==> src/rtl/tx_msg_seq.sv <==
// tx_msg_seq: debounced button press streams "HELLO TANG" to a UART TX byte port; TX_MSG_CRLF_EN appends CR/LF
module tx_msg_seq #(
   parameter int DEBOUNCE_CYCLES = 16,
   parameter int CNT_W = 8
) (
   input  logic             SYS_CLK,
   input  logic             SYS_RST,
   input  logic             BTN,
   output logic [7:0]       TX_DATA,
   output logic             TX_VALID,
   input  logic             TX_READY,
   output logic             BUSY,
   output logic [CNT_W-1:0] MSG_COUNT
);
`ifdef TX_MSG_CRLF_EN
   typedef enum logic [1:0] {IDLE, SEND, CR, LF} state_t;
`else
   typedef enum logic {IDLE, SEND} state_t;
`endif
   localparam logic [7:0] MSG [10] = '{8'h48, 8'h45, 8'h4C, 8'h4C, 8'h4F, 8'h20, 8'h54, 8'h41, 8'h4E, 8'h47};
   localparam logic [15:0] DCNT_LAST = 16'(DEBOUNCE_CYCLES - 1);
   logic [1:0]       sync_q;
   logic             deb_q, deb_prev_q;
   logic [15:0]      dcnt_q;
   state_t           state_q, state_d;
   logic [3:0]       idx_q, idx_d;
   logic [7:0]       data_q, data_d;
   logic             valid_q, valid_d;
   logic             busy_q, busy_d;
   logic [CNT_W-1:0] cnt_q, cnt_d;
   logic             s, trig, hs;
   assign s = sync_q[1];
   assign trig = deb_q & ~deb_prev_q;
   assign hs = valid_q & TX_READY;
   assign TX_DATA = data_q;
   assign TX_VALID = valid_q;
   assign BUSY = busy_q;
   assign MSG_COUNT = cnt_q;
   // synchronise the raw button and only follow a level that persists DEBOUNCE_CYCLES cycles
   always_ff @(posedge SYS_CLK) begin
      if (SYS_RST) begin
         sync_q <= '0;
         deb_q <= 1'b0;
         deb_prev_q <= 1'b0;
         dcnt_q <= '0;
      end else begin
         sync_q <= {sync_q[0], BTN};
         deb_prev_q <= deb_q;
         if (s == deb_q) dcnt_q <= '0;
         else if (dcnt_q == DCNT_LAST) begin
            deb_q <= s;
            dcnt_q <= '0;
         end else dcnt_q <= dcnt_q + 16'd1;
      end
   end
   // message sequencer state and registered outputs
   always_ff @(posedge SYS_CLK) begin
      if (SYS_RST) begin
         state_q <= IDLE;
         idx_q <= '0;
         data_q <= '0;
         valid_q <= 1'b0;
         busy_q <= 1'b0;
         cnt_q <= '0;
      end else begin
         state_q <= state_d;
         idx_q <= idx_d;
         data_q <= data_d;
         valid_q <= valid_d;
         busy_q <= busy_d;
         cnt_q <= cnt_d;
      end
   end
   // next byte on each handshake; presses during a message are simply not looked at
   always_comb begin
      state_d = state_q;
      idx_d = idx_q;
      data_d = data_q;
      valid_d = valid_q;
      busy_d = busy_q;
      cnt_d = cnt_q;
      case (state_q)
         IDLE: if (trig) begin
            state_d = SEND;
            idx_d = '0;
            data_d = MSG[0];
            valid_d = 1'b1;
            busy_d = 1'b1;
         end
         SEND: if (hs) begin
            if (idx_q != 4'd9) begin
               idx_d = idx_q + 4'd1;
               data_d = MSG[idx_d];
            end else begin
`ifdef TX_MSG_CRLF_EN
               state_d = CR;
               data_d = 8'h0D;
`else
               state_d = IDLE;
               valid_d = 1'b0;
               busy_d = 1'b0;
               cnt_d = cnt_q + CNT_W'(1);
`endif
            end
         end
`ifdef TX_MSG_CRLF_EN
         CR: if (hs) begin
            state_d = LF;
            data_d = 8'h0A;
         end
         LF: if (hs) begin
            state_d = IDLE;
            valid_d = 1'b0;
            busy_d = 1'b0;
            cnt_d = cnt_q + CNT_W'(1);
         end
`endif
         default: state_d = IDLE;
      endcase
   end
endmodule

==> config.mk <==
export PLATFORM = sky130hd
export DESIGN_NAME = tx_msg_seq
export DESIGN_NICKNAME = d
export VERILOG_FILES = /design/src/rtl/tx_msg_seq.sv
export SDC_FILE = /design/constraint.sdc
export NUM_CORES = 1
export LEC_CHECK = 0
export ABC_CLOCK_PERIOD_IN_PS = 2050
export BUFFER_PORTS_ARGS = -buffer_cell sky130_fd_sc_hd__buf_4
export CAP_MARGIN = 20
export CORE_MARGIN = 8
export CORE_UTILIZATION = 40
export CTS_BUF_LIST = sky130_fd_sc_hd__clkbuf_16
export DETAILED_ROUTE_END_ITERATION = 8
export SETUP_SLACK_MARGIN = 0.3
export SYNTH_ARGS = -nofsm -noshare
export SYNTH_HDL_FRONTEND = slang
export SYNTH_SLANG_ARGS = --single-unit
==> constraint.sdc <==
create_clock -name SYS_CLK -period 2.05 [get_ports SYS_CLK]
set_input_delay 0.3075 -clock SYS_CLK [delete_from_list [all_inputs] [get_ports SYS_CLK]]
set_output_delay 0.3075 -clock SYS_CLK [all_outputs]
set_load 0.01 [all_outputs]
# == After elaboration in Yosys (flattened, before gate mapping) ==
# Memory sizes are Yosys's and may differ from the RTL's.
# Index checks and enable logic that the tools add are counted.
# op_classes
add_sub_neg,3
order_cmp,1
reduce_logical,5
bitwise,7
n_eq_ne,7
muxes,18
# ops
op,n
$mux W8,5
$add A16 B1 Y16 const B,1
$eq A16 B4 Y1 const B,1
$pmux W8 S2,1
$mux W4,3
$reduce_and A3 Y1,3
$add A8 B1 Y8 const B,1
$pmux W4 S2,1
$mux W1,6
$ge A5 B5 Y1 const B,1
$not A4 Y5,1
$add A4 B1 Y4 const B,1
$ne A2 B1 Y1 const B,2
$ne A2 B2 Y1 const B,2
$ne A4 B4 Y1 const B,1
$not A1 Y1,4
$pmux W1 S2,2
$reduce_or A3 Y1,1
$and A1 B1 Y1,2
$reduce_and A2 Y1,1
$eq A1 B1 Y1,1
# word_totals
regBits,42
mem_bits_ro,128
elab_cells,51
mem_count,1
# memory_table
memory,words,width,read_ports,rd_ports_with_merged_regs,wr,line_no,source
(no name shown),16,8,1,0,0,93,data_d = MSG[idx_d];

# == Logic depth before layout (Yosys ltp) ==
# Gate-level depths: netlist (run 1).
# logic_depth
word_depth,8
depth_mapped,7

# == Least setup slack after synthesis (run 1) ==
# Ideal clock, no wire load.
# synth_timing
kind,register to register
start,reg idx_q[1]
end,reg data_q[3] (netlist: TX_DATA[3])
n_path_buf,1
arrival_ps,1441
setup_ps,119
setup_slack_ps,490
synth_period_minus_slack_ps,1560
stages_incl_launch_ff,8
path_cell_list,dfxtp_1 -> inv_1 -> ha_1 -> and3b_1 -> buf_6 -> nor2_8 -> o21ai_1 -> o221a_2
# synth_via
elab_chain_len,8
elab_cells_between_ends,11
cone_classes,1 x add/sub; 2 x eq/ne; 5 x mux; 1 x bitwise; 1 x reduce/logical; 1 x memory
# synth_lines
element,line_no,source
from (decl),26,"logic [3:0] idx_q, idx_d;"
from (signal assigned),67,idx_q <= idx_d;
$add A4 B1 Y4,92,idx_d = idx_q + 4'd1;
$not A4 Y5 (implied by the code),93,
$mem_v2 Z16 W8,n/a,
$mux W8 (implied by the code) (2 in series),93,
$mux W8,91,if (idx_q != 4'd9) begin
$mux W8,90,SEND: if (hs) begin
$pmux W8 S2,82,case (state_q)
to (signal assigned),68,data_q <= data_d;
to (decl),27,"logic [7:0] data_q, data_d;"
# Parallel ways exist; a longest one is shown, timed or not. The select of a mux whose other input is x is not followed.
# A chain may end at the register's enable or synchronous reset.

# == Final worst setup path (run 1) ==
# Ends and elaborated chain as after synthesis.

==> results by group, run 1 <==
Outcome
  – Status: completed

Clocking
  – Worst skew pair latency: 280 ps
  – Clock Sinks: 41
  – H-tree Lvls: 2
  – CTS tree: built
  – TritonCTS Buffers: 5
  – Root buf cell: clkbuf_16
  – Setup Fix Bufs, Post-CTS: 0
  – Worst-path clk slew: 60 ps
  – Clk buf depth: 2

Yosys
  – Yosys reg bits: 41
  – Post-Syn Area: 2078 um^2
  – Top FF cell, synth: dfxtp_1
  – Synth top area share: 0.3949
  – Post-synthesis sequential area ratio: 0.3949
  – Yosys cell types: 48
  – Synth cell count leaders: dfxtp_1, nor2_1, xnor2_1
  – Mean post-synth cell area: 9.319 um^2
  – Syn. warnings: 0
  – Post-synth EDFFs: 0
  – Synth top area cells: dfxtp_1, xnor2_1, nor2_1
  – Synth Instances: 223
  – Most common cell in the netlist: dfxtp_1
  – Syn_nets: 233
  – Ys async rst share: 0
  – Largest area contributor in the netlist: dfxtp_1

Timing
  – Setup TNS: 0 ps
  – Slew Limit Fails: 0
  – Tcrit/Tclk final: 0.8195
  – Final Setup Violations: 0
  – RSZ-0062 raised after global routing: false
  – Count of final hold-check violations: 0
  – Skew final: 6.158 ps
  – Hold slack: 235.4 ps
  – Fmax: 0.5953 GHz
  – Final WS setup: 370.1 ps
  – Min cycle time layout: 1680 ps

Drt
  – Drt drc: 0
  – Antenna violation net count after detailed routing: 0
  – Wl on met1: 1872 um
  – DR iter-0 viols: 27
  – Top sig layer: met4
  – DR WL met2: 1930 um
  – Met3 WL: 211 um
  – Routed len/inst: 13.17 um
  – WL final: 4095 um
  – DR vias/cell: 5.100
  – DR pass1 iterations: 4
  – Via count: 1586

Global routing
  – GRT Util Overall: 0.1132
  – Grt ovf: 0
  – Number of global-route vias before repair: 1492
  – Initial antenna violation count: 0
  – First-pass GRT wire length: 6865 um
  – Largest net degree at the start of global routing: 28

Layout
  – Share of cells above drive strength 1: 0.2241
  – Final net count: 250
  – Synth-to-layout area growth: 16.32%
  – Register area: 823.3 um^2
  – Multi-input gate area: 1156 um^2
  – Layout fillers: 516
  – # diodes: 0

Floorplan
  – Die width: 88.08 um
  – Die height: 88.08 um
  – Die area: 7758 um^2
  – Core Box Area: 5075 um^2
  – # IOs: 22
  – Row count: 26
  – Starting density of the core: 0.4095

Setup path
  – Crit path depth: 6
  – Slowest stage delay, CP: 390 ps
  – FF-to-FF path depth: 6
  – Kind of critical path: flip-flop to flip-flop
  – Crit path buf inv count: 1
  – Critical path endpoint category: flip-flop
  – Worst path slowest cell: dfxtp_2
  – Top delay family on crit path: simple AND/OR/NAND/NOR gates
  – CP max FO: 9
  – Element type at the critical path start: flip-flop
  – Worst path cell trace: inv_1 -> ha_1 -> and3b_2 -> nor2_8 -> o21ai_1 -> o221a_2
  – CP arrival: 1850 ps
  – Critical Path RT: 2220 ps

Power
  – LEAKAGE: 0.8679 nW
  – P per Cell Area: 704.9 nW/um^2
  – Peak supply drop: 0.4586 mV

Place
  – Post-Place Worst Slack: 289.1 ps
  – Placer Congestion: 0.9157
  – DP Wirelength: 2860 um
  – Port buffer count: 20

Worst hold path
  – Min-delay worst type: input pin to flip-flop
  – Hold path depth: 2

Run
  – Max Cap Viol: 0
## registers in the layout, indices dropped and copies added, names as in the netlist
name and count:
MSG_COUNT 8, deb_q 1, TX_DATA 7, deb_prev_q 1, state_q 1, dcnt_q 16, sync_q 2, BUSY 1
idx_q 4
## cell type report
cell class              count  share of cell area
repair buffers             20             0.06211
well taps                  70             0.03623
inverters                   9             0.01398
multi-input cells         163              0.4783
flip-flops and latches     41              0.3406
clock inverters             3             0.01708
clock buffers               5             0.05176
## cells by family after synthesis
kind of cell	after synthesis	synth area share
xor gates and xnor gates	25	0.1054
adders and majority gates	6	0.03612
DFF	41	0.3949
other	1	0.001804
buffers and inverters	19	0.05297
muxes	2	0.01023
and+or+nand+nor	101	0.3058
AOI/OAI and AO/OA	28	0.09272
## path summary, 6_finish.rpt
check | slack [ps] | start | endpoint
max | 370 | idx_q[1]$_SDFFE_PP0P_ | TX_DATA[3]$_SDFFE_PP0P_
min | 240 | BTN | sync_q[0]$_SDFF_PP0_
max reg2reg | 370 | idx_q[1]$_SDFFE_PP0P_ | TX_DATA[3]$_SDFFE_PP0P_
min reg2reg | 450 | sync_q[0]$_SDFF_PP0_ | sync_q[1]$_SDFF_PP0_
## through the flow
stage | instances | utilization | area [um^2] | total power [mW]
after floorplan | 223 | - | 2078 | 0.8349
after global placement | 303 | 0.4413 | 2240 | 0.8412
after detailed placement | 303 | 0.4413 | 2240 | 0.8408
after CTS | 311 | 0.4744 | 2407 | 1.738
after global routing | 311 | 0.4763 | 2417 | 1.768
final | 311 | 0.4763 | 2417 | 1.704
## power breakdown
part	internal, mW	switching [mW]
combinational	0.00672	0.0155
clock	0.570	0.311
sequential	0.799	0.00159
## metal layers
metal / GRT usage / vias up
met5: 0 / -
met4: 0.05376 / 0
met3: 0.04409 / 7
met2: 0.1799 / 37
met1: 0.1302 / 731
li1: - / 811
## placed cells by master (no fill, tap or decap), drive strengths merged, types with 2 or more instances in the layout
cell / synthesis / final
dfxtp: 41 / 41
nor2: 32 / 32
buf: 7 / 20
xnor2: 19 / 19
nand3: 13 / 13
a21oi: 12 / 12
nand2: 11 / 11
nor4: 10 / 10
inv: 9 / 9
nor3: 9 / 9
and3: 6 / 6
xor2: 6 / 6
nand4: 6 / 6
ha: 6 / 6
clkbuf: 3 / 5
nor2b: 4 / 4
o21ai: 4 / 4
a211oi: 3 / 3
and2: 3 / 3
a311oi: 2 / 2
nor3b: 2 / 2
a32o: 2 / 2
## what timing repair did
action | in CTS | in global routing
gates resized for setup | 1 | 4
hold buffers | 0 | 0
setup endpoints to repair | 2 | 9
No activity file was read; power rests on OpenSTA's default activity.
==> run 2: changes to the inputs <==
--- a/config.mk
+++ b/config.mk
@@ -5,7 +5,7 @@
 export SDC_FILE = /design/constraint.sdc
 export NUM_CORES = 1
 export LEC_CHECK = 0
-export ABC_CLOCK_PERIOD_IN_PS = 2050
+export ABC_CLOCK_PERIOD_IN_PS = 1600
 export BUFFER_PORTS_ARGS = -buffer_cell sky130_fd_sc_hd__buf_4
 export CAP_MARGIN = 20
 export CORE_MARGIN = 8
==> constraint.sdc (replaced) <==
create_clock -name SYS_CLK -period 1.6 [get_ports SYS_CLK]
set_input_delay 0.24 -clock SYS_CLK [delete_from_list [all_inputs] [get_ports SYS_CLK]]
set_output_delay 0.24 -clock SYS_CLK [all_outputs]
set_load 0.01 [all_outputs]
==> run 2 against run 1 <==
  * Sequential power rose by 27%
  * Maximum frequency is 18% higher
  * Clock power increased by 6.7%
  * Clock-buffer cell count is the same
  * Largest cell class unchanged
  * Critical path depth unchanged
  * Setup slack lost 200 ps
  * Worst hold slack got worse by 62 ps
  * Sequential share of layout area decreased by 3.6 points
  * Combinational power grew 64%
==> results by group, run 2 (synthesis gave the netlist of run 1 again) <==
Worst hold path
  – Hold Path Origin: BTN
  – Hold EP: sync_q[0]$_SDFF_PP0_
  – Min-delay worst type: input pin to flip-flop
  – Hold path depth: 2

Layout
  – Register area: 849.6 um^2
  – Synth-to-layout area growth: 34.08%
  – Commonest non-fill, non-tap cell in the layout: buf_4
  – Final instance area: 2786 um^2
  – Largest Register: dcnt_q
  – Layout fillers: 483
  – Max FFs per register: 16
  – Share of cells above drive strength 1: 0.3931
  – # diodes: 0
  – Most frequent cells in the layout: buf_4, dfxtp_1, nor2_1
  – Final net count: 271
  – Multi-input gate area: 1353 um^2

Drt
  – Drt drc: 0
  – DR vias/cell: 5.160
  – Routed len/inst: 13.80 um
  – DR iter-0 viols: 70
  – Antenna violation net count after detailed routing: 0
  – DR pass1 iterations: 5
  – WL final: 4582 um
  – Via count: 1713

Timing
  – Slew at the pin closest to its max-slew limit: 598.7 ps
  – Skew final: 3.807 ps
  – RSZ-0062 raised after global routing: true
  – Fmax: 0.7012 GHz
  – Min cycle time layout: 1426 ps
  – Tcrit/Tclk final: 0.8913
  – Final Setup Violations: 0
  – Hold slack: 173.7 ps
  – Setup TNS: 0 ps
  – Count of final hold-check violations: 0
  – Slew Limit Fails: 0
  – Slew headroom: 0.5994

Global routing
  – Largest net degree at the start of global routing: 18
  – Global routing's busiest layer: met2
  – Met3 usage: 0.03377
  – Initial antenna violation count: 0
  – Grt ovf: 0
  – First-pass GRT wire length: 7734 um
  – Met2 global-route usage: 0.2004
  – GRT Util Overall: 0.1253
  – Number of global-route vias before repair: 1638
  – Met1 Track Usage GR: 0.1549

Place
  – DP Wirelength: 3030 um
  – Placer Congestion: 0.8205
  – Placed Area: 2354 um^2
  – Port buffer count: 20

Setup path
  – R2R Path End: MSG_COUNT[7]$_SDFFE_PP0P_
  – Worst reg-to-reg setup slack: 170 ps
  – CP arrival: 1590 ps
  – Setup crit start: idx_q[1]$_SDFFE_PP0P_
  – Element type at the critical path start: flip-flop
  – CP max FO: 7
  – Critical Path RT: 1760 ps
  – Worst r2r src: idx_q[1]$_SDFFE_PP0P_
  – FF-to-FF path depth: 6
  – Kind of critical path: flip-flop to flip-flop
  – Critical path endpoint category: flip-flop

Clocking
  – CTS tree: built
  – Worst-path clk slew: 60 ps
  – Clk buf depth: 2
  – Clock Sinks: 41
  – TritonCTS Buffers: 5
  – Root buf cell: clkbuf_16
  – Worst skew pair latency: 280 ps
  – H-tree Lvls: 2

Floorplan
  – # IOs: 22
  – Starting density of the core: 0.4095
  – Die area: 7758 um^2
  – Core Box Area: 5075 um^2
  – Row count: 26
  – Die height: 88.08 um
  – Die width: 88.08 um

Outcome
  – Status: completed

Run
  – Max Cap Viol: 0

Power
  – Peak supply drop: 0.4306 mV
  – LEAKAGE: 1.049 nW
  – P per Cell Area: 715.7 nW/um^2
  – Overall power: 1.994 mW
## run 2: changes by cell type in the layout (fill, tap and decap cells not counted), moves of 2 or more
cell | before | now
buf_4 | 20 | 36
buf_6 | 0 | 3
dfxtp_1 | 39 | 28
dfxtp_2 | 2 | 8
dfxtp_4 | 0 | 5
ha_1 | 5 | 2
ha_4 | 0 | 4
nand3_1 | 10 | 8
nor2_1 | 28 | 26
nor2_4 | 0 | 2
nor4_1 | 3 | 0
nor4_4 | 0 | 3
xnor2_1 | 19 | 17
xnor2_2 | 0 | 2
## run 2: critical path, stage by stage (launching register included)
cell and delay, ps:
dfxtp_4 370, inv_4 60, ha_4 150, nand3b_4 170, nor3_2 140, nand3_1 100, mux2_1 320
## run 2: worst max path at each step
stage | slack [ps] | cells after the start | end
2_1_floorplan | 210 | 7 | TX_DATA[3]$_SDFFE_PP0P_
3_3_place_gp | 110 | 6 | TX_DATA[3]$_SDFFE_PP0P_
3_5_place_dp | 90 | 6 | TX_DATA[3]$_SDFFE_PP0P_
4_1_cts | 150 | 6 | TX_DATA[3]$_SDFFE_PP0P_
5_1_grt | 100 | 6 | MSG_COUNT[6]$_SDFFE_PP0P_
6_report | 170 | 6 | MSG_COUNT[7]$_SDFFE_PP0P_
## run 2: area by class of cell
class,instances,share of cell area
Clock buffer,5,0.04490
Multi-Input combinational cell,164,0.4854
Timing Repair Buffer,40,0.1163
Inverter,9,0.01302
Tap cell,70,0.03143
Sequential cell,41,0.3049
Clock inverter,3,0.004041
## run 2: what timing repair did
| action | 4_1_cts | 5_1_grt |
|---|---|---|
| endpoints found under the setup margin | 35 | 37 |
| pin swaps | 10 | 11 |
| gates cloned | 1 | 0 |
| buffers inserted | 13 | 2 |
| gates resized for setup | 20 | 18 |
| hold buffers | 0 | 0 |
## run 2: metal layers
layer,part of all wire,routed length [um]
met4,0.012,54
met5,0,0
met1,0.47,2164
met3,0.052,240
met2,0.46,2122
## run 2: metrics by stage
step / setup slack, ps / utilization / cells
floorplan: 205.7 / - / 223
global placement: 110.7 / 0.4638 / 308
detailed placement: 85.76 / 0.4638 / 308
CTS: 153.5 / 0.5264 / 330
global route: 98.32 / 0.5491 / 332
finish: 173.9 / 0.5491 / 332
## run 2: where the power goes
part	total [mW]	internal (mW)	leakage, nW	switching (mW)
clock	0.940	0.561	0.0738	0.379
sequential	1.02	1.02	0.339	0.00160
combinational	0.0365	0.0123	0.637	0.0242
